<file path="src/rtl/key_conditioner.sv">
// Pushbutton front end: synchronizes and debounces two keys, then turns each
// press into a single pulse followed by auto-repeat pulses while held.
module key_conditioner #(
    parameter int unsigned DEBOUNCE_CNT_MAX = 500000,
    parameter int unsigned HOLD_DELAY_CNT   = 25000000,
    parameter int unsigned REPEAT_CNT       = 5000000,
    parameter bit          KEY_ACTIVE_LOW   = 1'b1
) (
    input  logic clk,
    input  logic reset_n,
    input  logic key_inc_raw,
    input  logic key_dec_raw,
    output logic inc_pulse,
    output logic dec_pulse,
    output logic inc_held,
    output logic dec_held,
    output logic repeat_active
);

    localparam int unsigned DW   = $clog2(DEBOUNCE_CNT_MAX + 1);
    localparam int unsigned TMAX = (HOLD_DELAY_CNT > REPEAT_CNT) ? HOLD_DELAY_CNT : REPEAT_CNT;
    localparam int unsigned TW   = $clog2(TMAX + 1);
    localparam logic        RELEASED = KEY_ACTIVE_LOW;

    typedef enum logic [1:0] {
        IDLE   = 2'd0,
        HOLD   = 2'd1,
        REPEAT = 2'd2
    } state_t;

    // Index 0 is the increment key, index 1 the decrement key.
    logic [1:0]    raw;
    logic [1:0]    sync1_q, sync2_q;
    logic [1:0]    key_lvl;
    logic [DW-1:0] db_cnt_q [2];
    logic [DW-1:0] db_cnt_d [2];
    logic [1:0]    held_q, held_d;
    state_t        state_q [2];
    state_t        state_d [2];
    logic [TW-1:0] tmr_q [2];
    logic [TW-1:0] tmr_d [2];
    logic          lock_q, lock_d;
    logic [1:0]    pulse_q, pulse_d;
    logic          rep_q, rep_d;

    assign raw     = {key_dec_raw, key_inc_raw};
    assign key_lvl = KEY_ACTIVE_LOW ? ~sync2_q : sync2_q;

    // Debounce: held level flips once the synchronized level disagrees long enough.
    always_comb begin
        for (int k = 0; k < 2; k++) begin
            db_cnt_d[k] = '0;
            held_d[k]   = held_q[k];
            if (key_lvl[k] != held_q[k]) begin
                if (db_cnt_q[k] == DW'(DEBOUNCE_CNT_MAX - 1)) begin
                    held_d[k] = ~held_q[k];
                end else begin
                    db_cnt_d[k] = db_cnt_q[k] + DW'(1);
                end
            end
        end
    end

    // Lockout and per-key press/hold/repeat sequencing, driven by the new held levels
    // so the first pulse lands on the same edge the held level rises.
    always_comb begin
        lock_d = lock_q;
        if (&held_d) begin
            lock_d = 1'b1;
        end else if (~|held_d) begin
            lock_d = 1'b0;
        end

        for (int k = 0; k < 2; k++) begin
            state_d[k] = state_q[k];
            tmr_d[k]   = tmr_q[k];
            pulse_d[k] = 1'b0;
            if (lock_d) begin
                state_d[k] = IDLE;
                tmr_d[k]   = '0;
            end else begin
                case (state_q[k])
                    IDLE: begin
                        tmr_d[k] = '0;
                        if (held_d[k] && !held_q[k]) begin
                            state_d[k] = HOLD;
                            pulse_d[k] = 1'b1;
                        end
                    end
                    HOLD: begin
                        if (!held_d[k]) begin
                            state_d[k] = IDLE;
                            tmr_d[k]   = '0;
                        end else if (tmr_q[k] == TW'(HOLD_DELAY_CNT - 1)) begin
                            state_d[k] = REPEAT;
                            tmr_d[k]   = '0;
                            pulse_d[k] = 1'b1;
                        end else begin
                            tmr_d[k] = tmr_q[k] + TW'(1);
                        end
                    end
                    REPEAT: begin
                        if (!held_d[k]) begin
                            state_d[k] = IDLE;
                            tmr_d[k]   = '0;
                        end else if (tmr_q[k] == TW'(REPEAT_CNT - 1)) begin
                            tmr_d[k]   = '0;
                            pulse_d[k] = 1'b1;
                        end else begin
                            tmr_d[k] = tmr_q[k] + TW'(1);
                        end
                    end
                    default: begin
                        state_d[k] = IDLE;
                        tmr_d[k]   = '0;
                    end
                endcase
            end
        end

        rep_d = (state_d[0] == REPEAT) || (state_d[1] == REPEAT);
    end

    always_ff @(posedge clk) begin
        if (!reset_n) begin
            sync1_q <= {2{RELEASED}};
            sync2_q <= {2{RELEASED}};
            held_q  <= '0;
            lock_q  <= 1'b0;
            pulse_q <= '0;
            rep_q   <= 1'b0;
            for (int k = 0; k < 2; k++) begin
                db_cnt_q[k] <= '0;
                tmr_q[k]    <= '0;
                state_q[k]  <= IDLE;
            end
        end else begin
            sync1_q <= raw;
            sync2_q <= sync1_q;
            held_q  <= held_d;
            lock_q  <= lock_d;
            pulse_q <= pulse_d;
            rep_q   <= rep_d;
            for (int k = 0; k < 2; k++) begin
                db_cnt_q[k] <= db_cnt_d[k];
                tmr_q[k]    <= tmr_d[k];
                state_q[k]  <= state_d[k];
            end
        end
    end

    assign inc_pulse     = pulse_q[0];
    assign dec_pulse     = pulse_q[1];
    assign inc_held      = held_q[0];
    assign dec_held      = held_q[1];
    assign repeat_active = rep_q;

endmodule

</file>
<file path="config.mk">
export PLATFORM = sky130hd
export DESIGN_NAME = key_conditioner
export DESIGN_NICKNAME = d
export VERILOG_FILES = /design/src/rtl/key_conditioner.sv
export SDC_FILE = /design/constraint.sdc
export NUM_CORES = 1
export LEC_CHECK = 0
export CORE_UTILIZATION = 25
export DETAILED_ROUTE_END_ITERATION = 12
export DONT_BUFFER_PORTS = 1
export MAX_ROUTING_LAYER = met4
export SYNTH_ARGS = -nofsm -noshare
export SYNTH_HDL_FRONTEND = slang
export SYNTH_SLANG_ARGS = --single-unit
</file>
<file path="constraint.sdc">
create_clock -name clk -period 4.3 [get_ports clk]
set_input_delay 0.645 -clock clk [delete_from_list [all_inputs] [get_ports clk]]
set_output_delay 0.645 -clock clk [all_outputs]
set_load 0.01 [all_outputs]
</file>
# Word level (Yosys, flattened, before mapping)
# Memory sizes are Yosys's and may differ from the RTL's.
# Index checks and enable logic that the tools add are counted.
[totals]
ff_bits = 10
mem_bits_rw = 92
in_bits = 4
out_inout_bits = 5
elab_cells = 101
mem_count = 3
[memory_table]
columns = ["memory", "words", "word_bits", "rd", "rd_ports_with_merged_regs", "wr", "line", "text"]
rows = [
  ["tmr_q", 2, 25, 2, 0, 2, "40", "logic [TW-1:0] tmr_q [2];"],
  ["db_cnt_q", 2, 19, 2, 0, 2, "35", "logic [DW-1:0] db_cnt_q [2];"],
  ["state_q", 2, 2, 2, 0, 2, "38", "state_t state_q [2];"],
]
[op_classes]
addsub = 4
eq_ne = 14
n_mux = 54
bitwise_logic = 10
n_reduce_logical = 10
[ops]
columns = ["op", "n"]
rows = [
  ["two-way mux 25 bit", 12],
  ["two-way mux 19 bit", 6],
  ["case mux 25 bit (2 select lines)", 2],
  ["adder 25 x 1 -> 25 bit, second input constant", 2],
  ["== test 25 x 23 -> 1 bit, second input constant", 2],
  ["== test 25 bit, second input constant", 2],
  ["adder 19 x 1 -> 19 bit, second input constant", 2],
  ["== test 19 bit, second input constant", 2],
  ["two-way mux 2 bit", 12],
  ["two-way mux 1 bit", 18],
  ["case mux 2 bit (3 select lines)", 2],
  ["== test 2 bit, second input constant", 4],
  ["bitwise OR 1 bit", 6],
  ["case mux 1 bit (3 select lines)", 2],
  ["== test 2 x 1 -> 1 bit, second input constant", 2],
  ["zero test 2 bit", 2],
  ["OR reduction 2 bit", 2],
  ["NOT 1 bit", 3],
  ["logical AND 1 bit", 2],
  ["zero test 1 bit", 2],
  ["!= test 1 bit", 2],
  ["NOT 2 bit", 1],
  ["AND reduction 2 bit", 1],
  ["logical OR 1 bit", 1],
]

# Logic depth before layout (Yosys ltp)
# Gate-level depths: netlist of the first run.
[depth]
depth_word = 9
depth_mapped = 10
depth_no_buf = 9

# Worst setup path before layout of the first run
# No wires, ideal clock.
[synth_timing]
path_kind = "reg-to-reg"
from = "memory db_cnt_q[0][29] (netlist bit)"
to = "memory tmr_q[0][12] (netlist bit)"
setup_ns = 0.062
t_arrival_ns = 2.556
required_time_ns = 4.238
slack_ns = 1.682
path_stages_with_launch = 10
n_path_buf = 2
synth_period_minus_slack_ns = 2.618
path_cell_list = "dfxtp_1 > nor4_1 > nand4_1 > nor4_4 > mux2i_1 > maj3_2 > or4b_1 > buf_6 > buf_8 > nor2_2"
[synth_lines]
columns = ["item", "line"]
rows = [
  ["from (decl)", "35"],
  ["to (decl)", "40"],
]

==> results of run 1 <==
-- flip-flops by register name, indices dropped and copies added (netlist names) --
register and cells:
db_cnt_q 38, held_q 2, lock_q 1, pulse_q 2, repeat_active 1, state_q 4, sync1_q 2, sync2_q 2
tmr_q 50
-- critical path: cells and delay by family (launching register included) --
kind / cells / cell delay [ps]
adder cells (fa/ha/maj): 1 / 390
flip-flops: 1 / 330
multiplexers: 1 / 230
AND/OR/NAND/NOR: 5 / 2140
-- layout by cell type, fill, tap and decap left out, types with 3 or more instances in the layout --
master / count
bufinv_16: 4
or2_2: 4
nor2b_1: 3
inv_1: 16
and3_1: 20
nand4_1: 18
nor4b_1: 3
dfxtp_1: 102
and2_1: 5
clkbuf_16: 9
nand2b_1: 6
ha_1: 12
nand2_1: 42
xor2_1: 48
nand3_1: 32
nor4bb_1: 3
o21ai_0: 7
or3_1: 5
a31oi_1: 3
nor4_1: 9
nor3b_1: 3
xnor2_1: 29
nor3_1: 5
and4_1: 5
nor2_2: 20
nor2_1: 96
mux2i_1: 3
a21oi_1: 8
-- final cells by class --
class	count	area [µm²]
fillers	1920	13000
multi-input cells	409	2530
flip-flops and latches	102	2040
well taps	229	287
clock buffers	11	253
clock inverters	5	129
inverters	16	60.1
repair buffers	2	15.0
-- metal layers --
metal,up-vias,GRT usage (%),routed length [µm]
met3,11,2.58,260
met2,37,15.6,3760
met5,-,-,0
met4,0,2.78,96
met1,1559,11.8,4290
li1,1826,-,-
-- worst max-delay path by stage --
stage,to
after global placement,tmr_q[0][2]
final,tmr_q[0][21]
after global routing,tmr_q[0][3]
after floorplan,tmr_q[0][12]
after CTS,tmr_q[0][0]
after detailed placement,tmr_q[0][22]
-- per-stage QoR --
stage,worst slack [ps],hold WS [ps],instance area (µm²),instances,utilization [%]
after CTS,1120,358,5320,774,29.1
after global routing,868,359,5320,774,29.1
after floorplan,1680,386,4730,539,-
final,1130,371,5320,774,29.1
after detailed placement,1140,397,4930,758,27.0
after global placement,1190,390,4930,758,27.0
-- where the power goes --
part           internal, mW  switching [mW]
Combinational       0.00298         0.00454
Sequential            0.946         0.00155
Clock                 0.660           0.350
Total                  1.61           0.356
-- cells by family after synthesis --
kind of cell / Yosys count / share of synthesized area [%]
muxes: 3 / 0.635
DFF: 102 / 43.2
AOI/OAI and AO/OA: 26 / 3.39
buffers and inverters: 28 / 3.33
adders and majority gates: 13 / 3.41
xor gates and xnor gates: 77 / 14.3
and+or+nand+nor: 290 / 31.8
==> run summary, run 1 <==
CP startpoint - db_cnt_q[0][29]
Die Y - 140 µm
LEAKAGE - 1.70 nW
Maximum clock path buffer count - 2
Die ar. - 19500 µm²
Most common flop cell mapped by yosys - dfxtp_1
Setup TNS - 0 ps
Wire per inst - 10.9 µm
WS Path Type - flop to flop
Reg clk slew, reported paths - 70 ps
Fraction of registers with async set/reset - 0%
Initial antenna violation count - 0
Syn_nets - 555
Max Cap Viol - 0
Total GRT Usage - 9.65%
Post-synth EDFFs - 0
Sequential fraction of the synthesis area - 43.2%
HPWL Detailed - 5930 µm
Overflow after GRT - 0
Synthesis Warnings - 0
PwrDens - 370 nW/µm²
DR vias - 3433
Insertion delay to the later sink of the worst-skew pair - 340 ps
Worst r2r src - db_cnt_q[0][29]
Routed Antenna Nets - 0
CTS Hold Bufs - 0
Least-Margin Pin Slew - 1030 ps
Fin. Hold Viols - 0
Required time of the worst setup path - 4570 ps
CTS Sinks - 102
Count leader, synth - dfxtp_1
Synth cell types - 44
Post-CTS Setup Bufs - 0
FMAX - 0.316 GHz
Layout area overhead - 12.4%
Critical path's slowest cell - or4b_1
Post-Synthesis Cells - 539
Startpoint Class - flop
Largest net degree at the start of global routing - 26
Vias in the first global route - 3329
Ranking of synthesized cells by area - dfxtp_1 (43%), xor2_1 (8.9%), nor2_1 (7.6%), xnor2_1 (5.4%), nand3_1 (3.4%)
Die width - 140 µm
Hold Startpoint - reset_n
H-tree depth reported by CTS - 3
Endpoints failing setup - 0
Clk root buf - clkbuf_16
CP peak stage delay - 1000 ps
Post-synth top area cell - dfxtp_1
Worst Hold Depth - 1
Drt total wl - 8400 µm
CTS buffer count - 9
Setup crit end kind - flop
Drt pass-1 iters - 4
R2r setup slk - 1130 ps
Gpl congestion - 0.790
First-pass GRT wire length - 15100 µm
VDD IR-drop max - 222 µV
Min-delay worst type - input port to flop
Mapped Avg Cell Area - 8.77 µm²
Avg Vias per Cell - 4.44
Synthesized flop and latch total - 102
Rows - 49
Tot Pwr - 1.97 mW
Starting DRT DRC Count - 152
Data arrival, critical path - 3440 ps
Crit-path cells - nor4_1 > nand4_1 > nor4_4 > mux2i_1 > maj3_2 > or4b_1 > nor2_1
Crit Path Max Fanout - 25
Reg2reg path depth - 7
Unrepaired setup endpoints after global routing - no
IO Count - 9
Max-slew violations - 0
CORE AREA - 18300 µm²
Hold endpoint - sync1_q[0]
Count of input and output buffers - 0
Share of cells above drive strength 1 - 8.62%
Clk_skew - 8.79 ps
Antenna diodes - 0
Top-area cell type share of the netlist area - 43.2%
Mapped Area - 4730 µm²
Drt drc - 0
Initial Util - 25.9%
Most common library cells after synthesis - dfxtp_1 (102), nor2_1 (96), xor2_1 (48), nand2_1 (42), nand3_1 (32)
CTS tree - built
Tmin final - 3170 ps
Reg-to-reg critical path endpoint - tmr_q[0][21]
Cts repair resizes - 0
Status - finished, final reports clean
Crit share post-route - 73.6%
Max-slew headroom - 31.2%
Final net count - 556
Note: power is estimated with default switching activity, not from simulation.
==> run 2: changes to the inputs <==
==> constraint.sdc (replaced) <==
create_clock -name clk -period 2.91 [get_ports clk]
set_input_delay 0.4365 -clock clk [delete_from_list [all_inputs] [get_ports clk]]
set_output_delay 0.4365 -clock clk [all_outputs]
set_load 0.01 [all_outputs]
==> run 2 against run 1 <==
  * Maximum frequency grew 14%
  * Via count rose by 1.1%
  * Design area down 0.73%
  * Sequential share of layout area up 0.28 points
  * Largest power group is now registers
  * Global-route usage hardly changed
  * Register-to-register slack worse by 1000 ps
  * Worst setup slack lost 1000 ps
  * Clock skew decreased by 1.3 ps
  * Largest cell class unchanged
==> run summary, run 2 (same netlist as run 1, synthesis figures left out) <==
Starting DRT DRC Count - 175
Max-slew violations - 0
CP startpoint - db_cnt_q[0][34]
IO Count - 9
CTS buffer count - 9
Largest net degree at the start of global routing - 26
Startpoint Class - flop
Drt drc - 0
HPWL Detailed - 6030 µm
Required time of the worst setup path - 3200 ps
Initial antenna violation count - 0
DR vias - 3472
Overflow after GRT - 0
FMAX - 0.359 GHz
Drt pass-1 iters - 5
Most frequent cells in the layout - dfxtp_1 (102), nor2_1 (96), xor2_1 (48), nand2_1 (42), nand3_1 (32)
VDD IR-drop max - 276 µV
LEAKAGE - 1.68 nW
Clk_skew - 7.47 ps
Clk root buf - clkbuf_16
Maximum clock path buffer count - 2
Largest regs - tmr_q x50, db_cnt_q x38, state_q x4
Unrepaired setup endpoints after global routing - no
Total GRT Usage - 9.61%
Rows - 49
Count of input and output buffers - 0
Die ar. - 19500 µm²
Initial Util - 25.9%
PwrDens - 502 nW/µm²
Tmin final - 2790 ps
Fin. Hold Viols - 0
Antenna diodes - 0
Filler cells - 1985
Max FFs per register - 50
WS Path Type - flop to flop
Reg clk slew, reported paths - 70 ps
H-tree depth reported by CTS - 3
Status - finished, final reports clean
Setup TNS - 0 ps
Die width - 140 µm
Final net count - 558
Top reg by flops - tmr_q
Insertion delay to the later sink of the worst-skew pair - 350 ps
Tot Pwr - 2.65 mW
Most common cell after layout, fill and taps aside - dfxtp_1
Setup crit end kind - flop
Vias in the first global route - 3118
Max Cap Viol - 0
CTS tree - built
Crit share post-route - 95.8%
First-pass GRT wire length - 14700 µm
Worst r2r src - db_cnt_q[0][34]
Data arrival, critical path - 3080 ps
Drt total wl - 8480 µm
Avg Vias per Cell - 4.47
Crit Path Max Fanout - 25
Hold Startpoint - reset_n
CTS Sinks - 102
Endpoints failing setup - 0
Layout area overhead - 11.6%
CORE AREA - 18300 µm²
Wire per inst - 10.9 µm
Die Y - 140 µm
Gpl congestion - 0.774
Routed Antenna Nets - 0
Share of cells above drive strength 1 - 9.32%
Least-Margin Pin Slew - 752 ps
Final hold slack - 154 ps
Min-delay worst type - input port to flop
Max-slew headroom - 49.7%
## run 2: cell types whose count changed in the layout (fill, tap and decap cells not counted), sizes merged
cell / change
bufinv: -3
inv: +4
clkinv: +1
buf: +2
clkbuf: -2
## run 2: routing by layer
layer	routed length [µm]	track usage, %	up-vias	share of wire [%]
met2	3680	14.1	24	43
met5	0	-	-	0
met4	128	3.64	0	1.5
met3	336	2.96	10	4.0
met1	4330	12.3	1613	51
li1	-	-	1825	-
## run 2: layout make-up
cell class / instances / area, µm² / area share [%]
Multi-Input combinational cell: 409 / 2540 / 48.1
Timing Repair Buffer: 4 / 46.3 / 0.877
Tap cell: 229 / 287 / 5.43
Inverter: 16 / 60.1 / 1.14
Clock buffer: 9 / 225 / 4.27
Clock inverter: 7 / 78.8 / 1.49
Sequential cell: 102 / 2040 / 38.7
## run 2: worst max-delay path, cell delays in order (launching register included)
cell and delay, ps:
dfxtp_1 390, or4bb_4 580, nor4_4 350, mux2i_2 140, maj3_2 370, or4b_1 590
buf_12 190, nor2_1 110
## run 2: per-stage QoR
| stage | setup WS [ps] | cell area, µm² | instances | util [%] |
|---|---|---|---|---|
| 4_1_cts | 87.2 | 5260 | 775 | 28.8 |
| 5_1_grt | 10.0 | 5280 | 776 | 28.9 |
| 6_report | 124 | 5280 | 776 | 28.9 |
| 3_3_place_gp | 168 | 4950 | 759 | 27.1 |
| 3_5_place_dp | 92.7 | 4950 | 759 | 27.1 |
| 2_1_floorplan | 292 | 4730 | 539 | - |
## run 2: worst paths after layout
| check | to | slack, ps | depth (start not counted) |
|---|---|---|---|
| worst max-delay path | tmr_q[0][5] | 120 | 7 |
| worst min-delay path | sync1_q[0] | 150 | 1 |
| worst max register to register | tmr_q[0][5] | 120 | 7 |
| worst min register to register | sync2_q[1] | 410 | 1 |
## run 2: what timing repair did
action | CTS | global route
resized for setup | 0 | 4
buffers inserted | 0 | 1
hold buffers | 0 | 0
hold endpoints to repair | 0 | 0
setup endpoints to repair | 0 | 52
## run 2: report_power, final
part	total, mW	internal [mW]	switching, mW
clock	1.24	0.679	0.557
sequential	1.40	1.40	0.00247
combinational	0.0112	0.00441	0.00682
==> run 3: changes to the inputs <==
--- a/config.mk
+++ b/config.mk
@@ -9,6 +9,7 @@
 export DETAILED_ROUTE_END_ITERATION = 12
 export DONT_BUFFER_PORTS = 1
 export MAX_ROUTING_LAYER = met4
+export SLEW_MARGIN = 20
 export SYNTH_ARGS = -nofsm -noshare
 export SYNTH_HDL_FRONTEND = slang
 export SYNTH_SLANG_ARGS = --single-unit
==> results of run 3 <==
No change in the layout: final DEF, timing and power equal those of run 2.
